[src/rtl/fft_stage_sequencer_if.sv]
`default_nettype none
// ============================================================================
//  Module      : fft_stage_sequencer_if
//  Description : Handshake and address bus between the FFT stage sequencer,
//                the input buffer and the butterfly datapath. The overrun
//                flag exists only when FFT_SEQ_OVERRUN_EN is defined.
//  Revision    : 1.0  initial release
// ============================================================================
interface fft_stage_sequencer_if #(
    parameter int LOG2N = 8
);
    logic             flush;
    logic             bf_ready;
    logic             bf_valid;
    logic [LOG2N-1:0] addr_a;
    logic [LOG2N-1:0] addr_b;
    logic [LOG2N-2:0] tw_idx;
    logic [2:0]       stage;
    logic             wb_valid;
    logic [LOG2N-1:0] wb_addr_a;
    logic [LOG2N-1:0] wb_addr_b;
    logic             busy;
    logic             done;
`ifdef FFT_SEQ_OVERRUN_EN
    logic             overrun;

    modport master (
        input  flush, bf_ready,
        output bf_valid, addr_a, addr_b, tw_idx, stage,
               wb_valid, wb_addr_a, wb_addr_b, busy, done, overrun
    );
    modport slave (
        output flush, bf_ready,
        input  bf_valid, addr_a, addr_b, tw_idx, stage,
               wb_valid, wb_addr_a, wb_addr_b, busy, done, overrun
    );
`else
    modport master (
        input  flush, bf_ready,
        output bf_valid, addr_a, addr_b, tw_idx, stage,
               wb_valid, wb_addr_a, wb_addr_b, busy, done
    );
    modport slave (
        output flush, bf_ready,
        input  bf_valid, addr_a, addr_b, tw_idx, stage,
               wb_valid, wb_addr_a, wb_addr_b, busy, done
    );
`endif
endinterface
`default_nettype wire

[src/rtl/fft_stage_sequencer.sv]
`default_nettype none
// ============================================================================
//  Module      : fft_stage_sequencer
//  Description : Issue/drain sequencer for the in-place radix-2 DIT FFT.
//                Optional sticky overrun flag under FFT_SEQ_OVERRUN_EN.
//  Revision    : 1.0  initial release
// ============================================================================
module fft_stage_sequencer #(
    parameter int LOG2N      = 8,
    parameter int BF_LATENCY = 3
) (
    input  wire logic              clk,
    input  wire logic              reset,
    fft_stage_sequencer_if.master  bus
);
    localparam int         c_KW      = LOG2N - 1;
    localparam logic [c_KW-1:0] c_K_LAST = {c_KW{1'b1}};
    localparam logic [2:0] c_S_LAST  = 3'(LOG2N - 1);

    localparam logic [1:0] c_ST_IDLE  = 2'd0;
    localparam logic [1:0] c_ST_ISSUE = 2'd1;
    localparam logic [1:0] c_ST_DRAIN = 2'd2;
    localparam logic [1:0] c_ST_DONE  = 2'd3;

    logic [1:0]       r_state;
    logic [1:0]       w_state_nxt;
    logic [2:0]       r_stage;
    logic [2:0]       w_stage_nxt;
    logic [c_KW-1:0]  r_k;
    logic [c_KW-1:0]  w_k_nxt;

    logic             w_issue;
    logic             w_busy;
    logic             w_xfer;
    logic             w_inflight;

    logic [LOG2N-1:0] w_k_ext;
    logic [LOG2N-1:0] w_span;
    logic [LOG2N-1:0] w_pos;
    logic [LOG2N-1:0] w_group;
    logic [LOG2N-1:0] w_addr_a;
    logic [LOG2N-1:0] w_addr_b;
    logic [LOG2N-1:0] w_tw_full;
    logic [3:0]       w_tw_shift;

    logic             r_pipe_v [BF_LATENCY];
    logic [LOG2N-1:0] r_pipe_a [BF_LATENCY];
    logic [LOG2N-1:0] r_pipe_b [BF_LATENCY];

    assign w_issue = (r_state == c_ST_ISSUE);
    assign w_busy  = w_issue || (r_state == c_ST_DRAIN);
    assign w_xfer  = w_issue && bus.bf_ready;

    always_ff @(posedge clk) begin
        if (reset) begin
            r_state <= c_ST_IDLE;
            r_stage <= 3'd0;
            r_k     <= '0;
        end else begin
            r_state <= w_state_nxt;
            r_stage <= w_stage_nxt;
            r_k     <= w_k_nxt;
        end
    end

    always_comb begin
        w_state_nxt = r_state;
        w_stage_nxt = r_stage;
        w_k_nxt     = r_k;
        case (r_state)
            c_ST_IDLE: begin
                if (bus.flush) begin
                    w_state_nxt = c_ST_ISSUE;
                    w_stage_nxt = 3'd0;
                    w_k_nxt     = '0;
                end
            end
            c_ST_ISSUE: begin
                if (w_xfer) begin
                    w_k_nxt = r_k + 1'b1;
                    if (r_k == c_K_LAST) begin
                        w_state_nxt = c_ST_DRAIN;
                        w_k_nxt     = '0;
                    end
                end
            end
            c_ST_DRAIN: begin
                // Leave once only the final stage of the pipe can still hold data.
                if (!w_inflight) begin
                    if (r_stage == c_S_LAST) begin
                        w_state_nxt = c_ST_DONE;
                    end else begin
                        w_state_nxt = c_ST_ISSUE;
                        w_stage_nxt = r_stage + 3'd1;
                        w_k_nxt     = '0;
                    end
                end
            end
            c_ST_DONE: begin
                w_stage_nxt = 3'd0;
                w_k_nxt     = '0;
                w_state_nxt = bus.flush ? c_ST_ISSUE : c_ST_IDLE;
            end
            default: begin
                w_state_nxt = c_ST_IDLE;
                w_stage_nxt = 3'd0;
                w_k_nxt     = '0;
            end
        endcase
    end

    // Split k into (group, pos) around bit 'stage' and insert a zero there.
    always_comb begin
        w_k_ext    = {1'b0, r_k};
        w_span     = {{(LOG2N-1){1'b0}}, 1'b1} << r_stage;
        w_pos      = w_k_ext & (w_span - 1'b1);
        w_group    = w_k_ext >> r_stage;
        w_addr_a   = (w_group << ({1'b0, r_stage} + 4'd1)) | w_pos;
        w_addr_b   = w_addr_a + w_span;
        w_tw_shift = 4'(c_KW) - {1'b0, r_stage};
        w_tw_full  = w_pos << w_tw_shift;
    end

    always_comb begin
        w_inflight = 1'b0;
        for (int i = 0; i < BF_LATENCY - 1; i++) begin
            w_inflight = w_inflight | r_pipe_v[i];
        end
    end

    always_ff @(posedge clk) begin
        if (reset) begin
            for (int i = 0; i < BF_LATENCY; i++) begin
                r_pipe_v[i] <= 1'b0;
                r_pipe_a[i] <= '0;
                r_pipe_b[i] <= '0;
            end
        end else begin
            r_pipe_v[0] <= w_xfer;
            r_pipe_a[0] <= w_xfer ? w_addr_a : '0;
            r_pipe_b[0] <= w_xfer ? w_addr_b : '0;
            for (int i = 1; i < BF_LATENCY; i++) begin
                r_pipe_v[i] <= r_pipe_v[i-1];
                r_pipe_a[i] <= r_pipe_a[i-1];
                r_pipe_b[i] <= r_pipe_b[i-1];
            end
        end
    end

    assign bus.bf_valid  = w_issue;
    assign bus.addr_a    = w_issue ? w_addr_a : '0;
    assign bus.addr_b    = w_issue ? w_addr_b : '0;
    assign bus.tw_idx    = w_issue ? w_tw_full[LOG2N-2:0] : '0;
    assign bus.stage     = r_stage;
    assign bus.wb_valid  = r_pipe_v[BF_LATENCY-1];
    assign bus.wb_addr_a = r_pipe_a[BF_LATENCY-1];
    assign bus.wb_addr_b = r_pipe_b[BF_LATENCY-1];
    assign bus.busy      = w_busy;
    assign bus.done      = (r_state == c_ST_DONE);

`ifdef FFT_SEQ_OVERRUN_EN
    logic r_overrun;

    always_ff @(posedge clk) begin
        if (reset) begin
            r_overrun <= 1'b0;
        end else if (bus.flush && w_busy) begin
            r_overrun <= 1'b1;
        end
    end

    assign bus.overrun = r_overrun;
`endif

endmodule
`default_nettype wire

[src/flat_wrapper.sv]
// flat-port wrapper written by rule: the top's interface ports become plain ports
module fft_stage_sequencer_flat 
#(
    parameter int LOG2N      = 8,
    parameter int BF_LATENCY = 3
)
  (clk, reset, bus_flush, bus_bf_ready, bus_bf_valid, bus_addr_a, bus_addr_b, bus_tw_idx, bus_stage, bus_wb_valid, bus_wb_addr_a, bus_wb_addr_b, bus_busy, bus_done);
  fft_stage_sequencer_if #(.LOG2N(LOG2N)) bus_i ();
  input  wire logic clk;
  input  wire logic reset;
  input wire logic [$bits(bus_i.flush)-1:0] bus_flush;
  input wire logic [$bits(bus_i.bf_ready)-1:0] bus_bf_ready;
  output wire logic [$bits(bus_i.bf_valid)-1:0] bus_bf_valid;
  output wire logic [$bits(bus_i.addr_a)-1:0] bus_addr_a;
  output wire logic [$bits(bus_i.addr_b)-1:0] bus_addr_b;
  output wire logic [$bits(bus_i.tw_idx)-1:0] bus_tw_idx;
  output wire logic [$bits(bus_i.stage)-1:0] bus_stage;
  output wire logic [$bits(bus_i.wb_valid)-1:0] bus_wb_valid;
  output wire logic [$bits(bus_i.wb_addr_a)-1:0] bus_wb_addr_a;
  output wire logic [$bits(bus_i.wb_addr_b)-1:0] bus_wb_addr_b;
  output wire logic [$bits(bus_i.busy)-1:0] bus_busy;
  output wire logic [$bits(bus_i.done)-1:0] bus_done;
  assign bus_i.flush = bus_flush;
  assign bus_i.bf_ready = bus_bf_ready;
  assign bus_bf_valid = bus_i.bf_valid;
  assign bus_addr_a = bus_i.addr_a;
  assign bus_addr_b = bus_i.addr_b;
  assign bus_tw_idx = bus_i.tw_idx;
  assign bus_stage = bus_i.stage;
  assign bus_wb_valid = bus_i.wb_valid;
  assign bus_wb_addr_a = bus_i.wb_addr_a;
  assign bus_wb_addr_b = bus_i.wb_addr_b;
  assign bus_busy = bus_i.busy;
  assign bus_done = bus_i.done;
  fft_stage_sequencer #(.LOG2N(LOG2N), .BF_LATENCY(BF_LATENCY)) u_core (.clk(clk), .reset(reset), .bus(bus_i));
endmodule
[config.mk]
export PLATFORM = sky130hd
export DESIGN_NAME = fft_stage_sequencer_flat
export DESIGN_NICKNAME = d
export VERILOG_FILES = /design/src/rtl/fft_stage_sequencer_if.sv /design/src/rtl/fft_stage_sequencer.sv /design/src/flat_wrapper.sv
export SDC_FILE = /design/constraint.sdc
export NUM_CORES = 1
export LEC_CHECK = 0
export BUFFER_PORTS_ARGS = -buffer_cell sky130_fd_sc_hd__buf_2
export CORE_MARGIN = 2
export CORE_UTILIZATION = 57
export CTS_CLUSTER_DIAMETER = 100
export DETAILED_ROUTE_END_ITERATION = 10
export PLACE_DENSITY = 0.86
export SLEW_MARGIN = 20
export SYNTH_ARGS = -nofsm -noshare
export SYNTH_HDL_FRONTEND = slang
export SYNTH_SLANG_ARGS = --single-unit
[constraint.sdc]
create_clock -name clk -period 5.5 [get_ports clk]
set_input_delay 0.825 -clock clk [delete_from_list [all_inputs] [get_ports clk]]
set_output_delay 0.825 -clock clk [all_outputs]
set_load 0.05 [all_outputs]
==> results.md <==
- Final WL: 7840 um
- CTS tree: done
- Cts repair resizes: 0
- Drt via density: 5.52
- Setup ws final: 0.351 ns
- Met3 routed WL: 545 um
- Synth Warn #: 0
- Overflow after GRT: 0
- Synth Area in Simple Gates: 0.261
- DRT iter0 DRCs: 189
- Longest Clk Path Bufs: 2
- CP Class: reg2out
- Slew HR: 0.543
- Placer Congestion: 0.942
- RSZ-0062 raised after global routing: false
- Min cycle time layout: 5.15 ns
- Main flop type after synthesis: dfxtp_1
- Syn_area_per_cell: 8.47 um2
- CTS Buf Count: 9
- Worst Path Buf+Inv: 3
- Multiplexer share of the synthesized area: 0.0296
- Top Family by Delay on Critical Path: simple AND/OR/NAND/NOR gates
- Post-Place Worst Slack: 0.733 ns
- Critical Path Source: u_core.bus.stage[1]
- Clk Latency, worst-skew pair: 0.33 ns
- Post-route ant nets: 0
- Post-synthesis adder-cell area fraction: 0.0806
- Share of layout cells above drive strength 1: 0.199
- Worst path cell trace: inv_2 > ha_1 > nand2_1 > ha_1 > o21bai_1 > xnor2_1 > a21oi_1 > nor2b_1 > a221oi_1 > inv_1 > ha_1 > or4_1 > and3_1 > nor3_1 > nor3_2 > buf_2
- First-pass GRT wire length: 13000 um
- RR Startpoint: u_core.bus.stage[1]
- Met2 routed WL: 3730 um
- FP Rows: 28
- Largest net degree at the start of global routing: 41
- Via Count: 2880
- Asr flop ratio synth: 0
- Worst slew pin tran: 0.686 ns
- CP Max Fanout: 7
- Cell variety after synth: 58
- Post-synth net total: 440
- Fin. Hold Viols: 0
- Leak pwr: 1.74 nW
- Peak VDD IR: 247 uV
- Hold_buf cts: 0
- Top-Level Pins: 50
- Setup Total Neg Slack: 0 ns
- CP arrival: 4.32 ns
- Vias in the first global route: 2677
- Most used cell, CP: ha_1
- Post-Synth XOR/XNOR Area: 0.0328
- Status: completed
- Synthesis-to-finish area growth: 11.0%
- Core box area: 5920 um2
- Synthesized area: 3510 um2
- Max Used Layer: met4
- Clock sinks: 63
- CP Launch Type: flop
- Die area: 6800 um2
- Largest family of logic cells by synthesized area: simple AND/OR/NAND/NOR gates
- Hold_sp: u_core.r_pipe_b[0][5]
- Post-synthesis register bit count: 63
- ANT cells: 0
- # Post-CTS Setup Buffers: 0
- CP Capture Type: output pin
- Maxcap violations: 0
- Synthesized instance count: 414
- H-tree Lvls: 3
- DR pass1 iterations: 5
- P per Cell Area: 314 nW/um2
- Die W: 82.4 um
- Slowest Stage Delay on Critical Path: 0.48 ns
- Met1 wire length: 3460 um
- Post-synthesis sequential area ratio: 0.360
- Clock-pin slew on the worst setup and hold paths: 0.07 ns
- Die Y: 82.4 um
- Pins Over Slew Limit: 0
- Clk root buf: clkbuf_8
- GRT Util Overall: 0.256
- Period utilisation layout: 0.936
- Crit path required time: 4.68 ns
- Setup-failing EPs final: 0
- Antenna violations before repair: 0
- HPWL after detailed placement: 5740 um
- Initial Utilization: 0.592
- EDFF count, synth: 0
- Drt drc: 0
- Peak Freq: 194 MHz
- Worst Hold Class: reg2reg
- Cell at the slowest stage of the critical path: or4_1
- Fin nets: 468
- Post-synthesis compound-gate area fraction: 0.141
- Worst Skew: 0.0104 ns
- # port buffers: 49
- DR WL/cell: 15.0 um
==> routing by layer <==
| layer | vias up | global-route usage |
|---|---|---|
| met5 | - | 0 |
| met4 | 0 | 0.0900 |
| met3 | 8 | 0.0511 |
| met2 | 117 | 0.427 |
| met1 | 1308 | 0.329 |
| li1 | 1447 | - |
==> path summary, 6_finish.rpt <==
path                             to  slack (ns)  cells past startpoint
max                   bus_addr_b[7]        0.35                     16
max reg2reg   u_core.r_pipe_b[0][7]        1.62                     15
min reg2reg  u_core.r_pipe_b[0][13]        0.44                      1
min          u_core.r_pipe_b[0][13]        0.44                      1
==> Yosys cell counts (all sizes together) (5+ instances only) <==
| cell type | instances | share of area |
|---|---|---|
| nand3 | 10 | 0.014 |
| and2 | 15 | 0.027 |
| a21oi | 12 | 0.017 |
| xnor2 | 7 | 0.017 |
| nor2b | 42 | 0.075 |
| o21ai | 24 | 0.034 |
| and3 | 7 | 0.014 |
| o31a | 6 | 0.015 |
| nor3 | 15 | 0.023 |
| nand2 | 23 | 0.025 |
| inv | 25 | 0.027 |
| nand2b | 7 | 0.012 |
| nor2 | 34 | 0.037 |
| nor4 | 5 | 0.0089 |
| buf | 22 | 0.048 |
| dfxtp | 63 | 0.36 |
| clkbuf | 19 | 0.020 |
| mux2i | 7 | 0.020 |
| ha | 21 | 0.075 |
==> power by group <==
part           switching [mW]  internal [mW]  leakage, nW
Sequential             0.0182          0.472        0.508
Clock                   0.175          0.233        0.105
Combinational           0.228         0.0971         1.13
Total                   0.422          0.802         1.74
==> state kept, by name (all words and copies together) (netlist names) <==
name,count
u_core.r_state,2
u_core.bus.stage,3
u_core.r_pipe_a,24
u_core.r_pipe_v,3
u_core.r_k,7
u_core.r_pipe_b,24
==> layout by cell type, fill, tap and decap left out, types with 12 or more instances in the layout <==
cell type,n
dfxtp_1,63
buf_2,49
nor2b_1,42
nor2_1,33
inv_1,24
nand2_1,22
ha_1,21
o21ai_0,19
and2_1,15
nor3_1,12
a21oi_1,12
==> per-stage QoR <==
stage                util  cell area, um2  total power, mW  std cells  hold WS [ns]
global route        0.657            3890             1.29        522         0.450
global placement    0.622            3680            0.816        506         0.415
detailed placement  0.622            3680            0.822        506         0.426
floorplan               -            3520            0.751        414         0.414
CTS                 0.657            3890             1.23        522         0.440
finish              0.657            3890             1.22        522         0.436
==> cell families (layout without fill, tap and decap cells) <==
group | after synthesis | count (layout)
buffers and inverters | 66 | 99
xor gates and xnor gates | 11 | 11
muxes | 10 | 10
and+or+nand+nor | 170 | 170
adders and majority gates | 22 | 22
DFF | 63 | 63
AOI/OAI and AO/OA | 72 | 72
==> layout make-up <==
type,count,area (um2)
Multi-Input combinational cell,285,1920
Sequential cell,63,1260
Clock buffer,11,151
Tap cell,75,93.8
Timing Repair Buffer,58,313
Inverter,25,93.8
Clock inverter,5,56.3
Fill cell,489,2030
Note: power is estimated with default switching activity, not from simulation.
